**src/rtl/truth_table_sweeper_pkg.sv**
```systemverilog
// Shared types and constants for the truth-table sweeper: FSM state encoding,
// truth-table width helper and the legal parameter bounds.
package truth_table_sweeper_pkg;

  typedef enum logic {
    IDLE = 1'b0,
    RUN  = 1'b1
  } state_e;

  localparam int N_IN_MIN   = 1;
  localparam int N_IN_MAX   = 8;
  localparam int SETTLE_MIN = 1;

  function automatic int tw_of(input int n_in);
    return 1 << n_in;
  endfunction

endpackage

```
**src/rtl/truth_table_sweeper_if.sv**
```systemverilog
// Bundle between the sweeper (slave side) and the harness/CUT side (master side):
// sweep request, golden table, CUT stimulus/response and sweep results.
interface truth_table_sweeper_if
  import truth_table_sweeper_pkg::*;
#(
  parameter int N_IN = 3
);
  localparam int TW = tw_of(N_IN);

  logic            start;
  logic [TW-1:0]   expected;
  logic [N_IN-1:0] cut_in;
  logic            cut_out;
  logic            busy;
  logic            done;
  logic [TW-1:0]   table_out;
  logic [N_IN:0]   mismatch_cnt;
  logic            pass;

  modport slave (
    input  start, expected, cut_out,
    output cut_in, busy, done, table_out, mismatch_cnt, pass
  );

  modport master (
    output start, expected, cut_out,
    input  cut_in, busy, done, table_out, mismatch_cnt, pass
  );

endinterface

```
**src/rtl/truth_table_sweeper_sweep_counter.sv**
```systemverilog
// Vector index plus settle counter; strobes once every SETTLE enabled cycles and
// advances the index on that strobe, flagging the last vector of the table.
module truth_table_sweeper_sweep_counter
  import truth_table_sweeper_pkg::*;
#(
  parameter int N_IN   = 3,
  parameter int SETTLE = 1
) (
  input  logic            clk,
  input  logic            rst,
  input  logic            clear_i,
  input  logic            enable_i,
  output logic [N_IN-1:0] idx_o,
  output logic            sample_strobe_o,
  output logic            last_o
);

  localparam int SW = (SETTLE > 1) ? $clog2(SETTLE) : 1;
  localparam logic [SW-1:0] SETTLE_LAST = SW'(SETTLE - 1);

  logic [N_IN-1:0] idx_q, idx_d;
  logic [SW-1:0]   settle_q, settle_d;

  assign sample_strobe_o = enable_i && (settle_q == SETTLE_LAST);
  assign last_o          = &idx_q;
  assign idx_o           = idx_q;

  always_comb begin
    idx_d    = idx_q;
    settle_d = settle_q;
    if (clear_i) begin
      idx_d    = '0;
      settle_d = '0;
    end else if (enable_i) begin
      if (settle_q == SETTLE_LAST) begin
        // Index wraps to 0 after the last vector, ready for the next sweep.
        settle_d = '0;
        idx_d    = idx_q + 1'b1;
      end else begin
        settle_d = settle_q + 1'b1;
      end
    end
  end

  always_ff @(posedge clk or posedge rst) begin
    if (rst) begin
      idx_q    <= '0;
      settle_q <= '0;
    end else begin
      idx_q    <= idx_d;
      settle_q <= settle_d;
    end
  end

endmodule

```
**src/rtl/truth_table_sweeper.sv**
```systemverilog
// Exhaustive sweep engine: drives every input vector to the CUT, samples its
// response, builds the measured truth table and counts mismatches against a latched golden table.
module truth_table_sweeper
  import truth_table_sweeper_pkg::*;
#(
  parameter int N_IN   = 3,
  parameter int SETTLE = 1
) (
  input logic                 clk,
  input logic                 rst,
  truth_table_sweeper_if.slave bus
);

  localparam int TW = tw_of(N_IN);

  if (N_IN < N_IN_MIN || N_IN > N_IN_MAX || SETTLE < SETTLE_MIN) begin : g_param_check
    $error("truth_table_sweeper: N_IN must be 1..8 and SETTLE >= 1");
  end

  state_e          state_q, state_d;
  logic [N_IN-1:0] cut_in_q, cut_in_d;
  logic            busy_q, busy_d;
  logic            done_q, done_d;
  logic            pass_q, pass_d;
  logic [TW-1:0]   table_q, table_d;
  logic [TW-1:0]   exp_q, exp_d;
  logic [N_IN:0]   mcnt_q, mcnt_d;

  logic            cnt_clear, cnt_enable;
  logic            sample, last;
  logic [N_IN-1:0] idx;
  logic            miss;

  truth_table_sweeper_sweep_counter #(
    .N_IN   (N_IN),
    .SETTLE (SETTLE)
  ) u_sweep_counter (
    .clk             (clk),
    .rst             (rst),
    .clear_i         (cnt_clear),
    .enable_i        (cnt_enable),
    .idx_o           (idx),
    .sample_strobe_o (sample),
    .last_o          (last)
  );

  assign miss = bus.cut_out ^ exp_q[idx];

  // NOTE: every output of this block gets a default first; a path that skips an assignment would infer a latch.
  always_comb begin
    state_d    = state_q;
    cut_in_d   = cut_in_q;
    busy_d     = busy_q;
    done_d     = 1'b0;
    pass_d     = pass_q;
    table_d    = table_q;
    exp_d      = exp_q;
    mcnt_d     = mcnt_q;
    cnt_clear  = 1'b0;
    cnt_enable = 1'b0;

    case (state_q)
      IDLE: begin
        cut_in_d = '0;
        if (bus.start) begin
          exp_d     = bus.expected;
          table_d   = '0;
          mcnt_d    = '0;
          cnt_clear = 1'b1;
          busy_d    = 1'b1;
          state_d   = RUN;
        end
      end
      RUN: begin
        cnt_enable = 1'b1;
        if (sample) begin
          table_d[idx] = bus.cut_out;
          mcnt_d       = mcnt_q + {{N_IN{1'b0}}, miss};
          if (last) begin
            // pass must include the final bit, so it is derived from the updated count.
            done_d   = 1'b1;
            busy_d   = 1'b0;
            pass_d   = (mcnt_d == '0);
            cut_in_d = '0;
            state_d  = IDLE;
          end else begin
            cut_in_d = idx + 1'b1;
          end
        end
      end
      default: state_d = IDLE;
    endcase
  end

  // NOTE: sequential state uses non-blocking assignments so every register samples pre-edge values.
  always_ff @(posedge clk or posedge rst) begin
    if (rst) begin
      state_q  <= IDLE;
      cut_in_q <= '0;
      busy_q   <= 1'b0;
      done_q   <= 1'b0;
      pass_q   <= 1'b0;
      table_q  <= '0;
      // NOTE: the golden-table latch is reset as well, so no X can reach the comparator after reset.
      exp_q    <= '0;
      mcnt_q   <= '0;
    end else begin
      state_q  <= state_d;
      cut_in_q <= cut_in_d;
      busy_q   <= busy_d;
      done_q   <= done_d;
      pass_q   <= pass_d;
      table_q  <= table_d;
      exp_q    <= exp_d;
      mcnt_q   <= mcnt_d;
    end
  end

  assign bus.cut_in       = cut_in_q;
  assign bus.busy         = busy_q;
  assign bus.done         = done_q;
  assign bus.pass         = pass_q;
  assign bus.table_out    = table_q;
  assign bus.mismatch_cnt = mcnt_q;

endmodule

```
**src/flat_wrapper.sv**
```systemverilog
// flat-port wrapper written by rule: the top's interface ports become plain ports
module truth_table_sweeper_flat import truth_table_sweeper_pkg::*;
#(
  parameter int N_IN   = 3,
  parameter int SETTLE = 1
)
  (clk, rst, bus_start, bus_expected, bus_cut_out, bus_cut_in, bus_busy, bus_done, bus_table_out, bus_mismatch_cnt, bus_pass);
  truth_table_sweeper_if #(.N_IN(N_IN)) bus_i ();
  input logic clk;
  input logic rst;
  input wire logic [$bits(bus_i.start)-1:0] bus_start;
  input wire logic [$bits(bus_i.expected)-1:0] bus_expected;
  input wire logic [$bits(bus_i.cut_out)-1:0] bus_cut_out;
  output wire logic [$bits(bus_i.cut_in)-1:0] bus_cut_in;
  output wire logic [$bits(bus_i.busy)-1:0] bus_busy;
  output wire logic [$bits(bus_i.done)-1:0] bus_done;
  output wire logic [$bits(bus_i.table_out)-1:0] bus_table_out;
  output wire logic [$bits(bus_i.mismatch_cnt)-1:0] bus_mismatch_cnt;
  output wire logic [$bits(bus_i.pass)-1:0] bus_pass;
  assign bus_i.start = bus_start;
  assign bus_i.expected = bus_expected;
  assign bus_i.cut_out = bus_cut_out;
  assign bus_cut_in = bus_i.cut_in;
  assign bus_busy = bus_i.busy;
  assign bus_done = bus_i.done;
  assign bus_table_out = bus_i.table_out;
  assign bus_mismatch_cnt = bus_i.mismatch_cnt;
  assign bus_pass = bus_i.pass;
  truth_table_sweeper #(.N_IN(N_IN), .SETTLE(SETTLE)) u_core (.clk(clk), .rst(rst), .bus(bus_i));
endmodule
```
**config.mk**
```make
export PLATFORM = sky130hd
export DESIGN_NAME = truth_table_sweeper_flat
export DESIGN_NICKNAME = d
export VERILOG_FILES = /design/src/rtl/truth_table_sweeper_pkg.sv /design/src/rtl/truth_table_sweeper_if.sv /design/src/rtl/truth_table_sweeper_sweep_counter.sv /design/src/rtl/truth_table_sweeper.sv /design/src/flat_wrapper.sv
export SDC_FILE = /design/constraint.sdc
export NUM_CORES = 1
export LEC_CHECK = 0
export ABC_AREA = 1
export CORE_UTILIZATION = 43
export CTS_CLUSTER_DIAMETER = 120
export DETAILED_ROUTE_END_ITERATION = 7
export GPL_TIMING_DRIVEN = 0
export PLACE_DENSITY = 0.7
export REMOVE_ABC_BUFFERS = 1
export SLEW_MARGIN = 20
export SYNTH_ARGS = -nofsm -noshare
export SYNTH_HDL_FRONTEND = slang
export SYNTH_SLANG_ARGS = --single-unit
export TNS_END_PERCENT = 1
```
**constraint.sdc**
```tcl
create_clock -name clk -period 2 [get_ports clk]
set_input_delay 0.2 -clock clk [delete_from_list [all_inputs] [get_ports clk]]
set_output_delay 0.2 -clock clk [all_outputs]
set_load 0.02 [all_outputs]
```
==> results.md <==
- The flow ran to the end, but the final reports show violations.
- The checks that failed: DRC.
- The cell internal power dissipation is 1.81 mW.
- The I/O pin total is 30.
- Among all cell types in the netlist, the one instantiated most often is dfrtp_1.
- On the final layout, the worst hold slack is 0.246 ns.
- TritonCTS built the clock tree.
- The synthesized design devotes to its leading area cell type 55.7% of total area.
- The via count of the first global-routing pass came to 1129.
- Clock-pin slew was measured on the worst setup and hold paths at around 0.10 ns.
- The die outline area is ~3400 sq um.
- After synthesis, the share of flip-flops with an asynchronous set or reset is 100%.
- The register bit count reported by yosys is 30.
- In this run, CTS created clock tree buffers numbering 5.
- The instance count of the mapped netlist is 150.
- In this run the tool buffered the top-level ports with 29 buffer cells.
- The initial antenna violation count is 0.
- Timing would allow up to approximately 520 MHz.
- The setup-violating endpoint count in the final report is 0.
- The total power is 3.00 mW.
- The final total negative setup slack is 0 ns.
- For this block, the via count after detailed routing is 1110.
- The power density over the cells is 1660 nW/um^2.
- After detailed routing, the number of vias per cell comes to 5.05.
- Headroom to the max-slew limit came out at around 60%.
- In this run the number of H-tree levels came out at 2.
- The number of synthesized flops with an enable pin is 0.
- The count of nets left with antenna violations once routing finished came out at 0.
- The number of buffers inserted for hold repair after clock tree synthesis is 0.
- The relative area change from synthesis to final layout is 34.1%.
- For this run, the total global-route usage over all layers was measured as 19.3%.
- The core region is 2850 sq um.
- The worst slack after detailed placement is -0.0515 ns.
- By count the netlist is led by 30 x dfrtp_1, 26 x nand2_1, 22 x inv_1, 15 x nand3_1, 14 x nor2_1.
- IR analysis of the VDD net gives a maximum drop of 0.000687 V.
- Traced cell by cell, the critical path runs through inv_2 > nand2_1 > nand3_1 > nand2_1 > nor2_1 > nor2_1 > nor2_1 > ha_2 > ha_4 > nor3_2 > nand3_1 > nand2_1.
- The type of the setup path with the least slack is register to register.
- The count of endpoints failing hold in the final timing report came to 0.
- The post-route DRC violation count is 3.
- The worst-case clock buffer depth is 2.
- The final max-slew violation count was 0.
- The final HPWL from detailed placement is between 1500 and 2000 microns.
- The longest individual stage delay on the worst path is 0.47 ns.
- The die is ~58 microns tall.
- Summed over all nets, the switching power comes to 1.20 mW.
- The detailed-route wire length per cell is 12.5 microns.
- At the worst endpoint, the arrival time is 2.21 ns.
- The most used flip-flop cell after synthesis is dfrtp_1.
- The static leakage is slightly below 0.9 nW.
- The cell sitting at the root of the clock tree is a clkbuf_4.
- The effective utilization at floorplan is 47.2%.
- The kind of launch point of the worst setup path is a register.
- The floorplan has 19 rows.
- Yosys attributes the largest share of cell area to dfrtp_1 56%, nand2_1 7.2%, inv_1 6.1%.
- The final clock period utilization by the worst path is 96.8%.
- Setup repair after global routing could not meet its margin everywhere.
- Broken down by cell family, the worst path's largest delay share belongs to simple AND/OR/NAND/NOR gates.
- The horizontal die dimension is 58.0 microns.
- The clock network fraction of design power is 15.7%.
- The synthesized netlist occupies a cell area of 1350 sq um.
- The minimum period implied by the final worst setup slack is 1.94 ns.
- The total number of clock tree sinks is 30.
- The first-pass GRT wire length is 4850 microns.
- In the post-route analysis, the smallest setup slack over all paths is 0.0644 ns.
- The post-route clock skew is around 0.0085 ns.
- Entering global routing, the biggest net connects 31 pins.
- The maximum net fanout on the critical path is 5.
- The worst hold path belongs to the class input pin to async pin.
- The worst setup path is captured at a register.
- The final layout contains 204 nets.
- The first routing iteration left 30 violations.
- At the later pin of the worst-skew pair, clock insertion delay measures 0.33 ns.
- For this design, the slowest cell found on the critical path is dfrtp_2.
- The required time of the worst setup path is 2.27 ns.
- The count of cell types in the netlist is 19.
- The synthesized design spends more area on one cell type than any other, namely dfrtp_1.
- The part of the Yosys area used for sequential elements is 55.7%.
- At the pin with the least slew margin, the transition time is 0.595 ns.
- Of the cells placed in the final design, the portion with a size suffix greater than 1 is about 15%.
- For this run, the detailed router's first-pass iteration total came to 7.
- The share of total power dissipated in sequential elements is 35.2%.
- The total wirelength of the detailed-routed design is between 2000 and 3000 microns.
- After global routing the overflow that remains totals 0.
- The buffering stage count on the worst path with inverters included is 1.
- The proportion of power drawn by combinational gates is ~49%.
- The number of warnings printed during yosys synthesis is 0.
- The average size of a mapped cell is 8.98 sq um.
- After filler insertion, the fill cell instance count of the layout stands at 243.
- The post-layout utilization of the core is 63.3%.
- The number of antenna cells inserted is 0.
- The final weighted congestion in routability-driven placement is between 0.8 and 0.9.
- Max-cap violations in this run came to 0.
- Net switching is 39.8% of the power.
## cells by family after synthesis
logic type      count (synthesis)  synth area share, %
simple gates                   61                 20.0
flops                          30                 55.7
buf+inv                        28                 9.56
compound gates                 25                 9.75
fa+ha+maj                       4                 3.71
xor+xnor                        2                 1.30
## cell type report
class / instances / area (sq um) / share of cell area [%]
clock buffers: 5 / 37.5 / 2.08
repair buffers: 35 / 348 / 19.3
flip-flops and latches: 30 / 754 / 41.8
inverters: 24 / 90.1 / 4.99
clock inverters: 3 / 40.0 / 2.22
well taps: 31 / 38.8 / 2.15
multi-input cells: 92 / 498 / 27.6
## flip-flops by register name, indices dropped and copies added, names as in the netlist
signal                        count
u_core.bus.table_out              8
u_core.exp_q                      8
u_core.bus.mismatch_cnt           4
u_core.bus.cut_in                 3
u_core.u_sweep_counter.idx_o      3
u_core.bus.busy                   1
u_core.bus.done                   1
u_core.bus.pass                   1
u_core.state_q                    1
## per-stage QoR
stage,std cells,area [sq um]
CTS,218,1770
finish,220,1810
detailed placement,206,1640
global placement,206,1640
global route,220,1810
floorplan,146,1310
## final timing paths
kind | startpoint | to | slack (ns) | cells after the start
hold reg to reg | u_core.bus.pass$_DFFE_PP0P_ | u_core.bus.pass$_DFFE_PP0P_ | 0.52 | 2
max in group asynchronous | rst | u_core.u_sweep_counter.idx_o[1]$_DFFE_PP0P_ | 1.33 | 2
min in group clk | bus_expected[3] | u_core.exp_q[3]$_DFFE_PP0P_ | 0.43 | 3
hold / removal | rst | u_core.bus.table_out[5]$_DFFE_PP0P_ | 0.25 | 2
setup reg to reg | u_core.u_sweep_counter.idx_o[0]$_DFFE_PP0P_ | u_core.bus.pass$_DFFE_PP0P_ | 0.06 | 12
setup / recovery | u_core.u_sweep_counter.idx_o[0]$_DFFE_PP0P_ | u_core.bus.pass$_DFFE_PP0P_ | 0.06 | 12
## routing by layer
metal | part of all wire (%) | vias up | wire (microns) | GRT usage [%]
met5 | 0 | - | 0 | 0
met4 | 1.2 | 0 | 33 | 7.48
met3 | 5.6 | 6 | 154 | 6.03
met2 | 50 | 30 | 1380 | 32.7
met1 | 43 | 521 | 1180 | 23.0
li1 | - | 553 | - | -
## cells in the final DEF (no fill, tap or decap), drive strengths merged
master and n:
dfrtp 30, clkdlybuf4s50 29, nand2 27, inv 24, nand3 15, nor2 15
o21ai 12, a21oi 9, buf 6, clkbuf 5, ha 4, o22ai 3
nor3 3, clkinv 2, or2 1, xor2 1, xnor2 1, o21bai 1
bufinv 1
## power groups by stage
stage / logic, mW / registers, mW / clock network (mW)
after global placement: 1.23 / 1.04 / 0
after global routing: 1.66 / 1.09 / 0.513
after CTS: 1.41 / 1.05 / 0.480
after detailed placement: 1.28 / 1.06 / 0
final: 1.47 / 1.06 / 0.473
after floorplan: 0.636 / 1.20 / 0
## worst reg2reg max path, cell delays in order, from the launching register on
cell and delay, ns:
dfrtp_2 0.47, inv_2 0.11, nand2_1 0.07, nand3_1 0.09
nand2_1 0.07, nor2_1 0.09, nor2_1 0.04, nor2_1 0.15
ha_2 0.24, ha_4 0.21, nor3_2 0.15, nand3_1 0.10
nand2_1 0.09
## what timing repair did
| action | CTS | global route |
|---|---|---|
| cloned | 0 | 0 |
| buffers inserted | 4 | 2 |
| pin swaps | 1 | 6 |
| resized for setup | 6 | 4 |
| setup endpoints to repair | 1 | 3 |
Power figures use the tool's default switching activity.
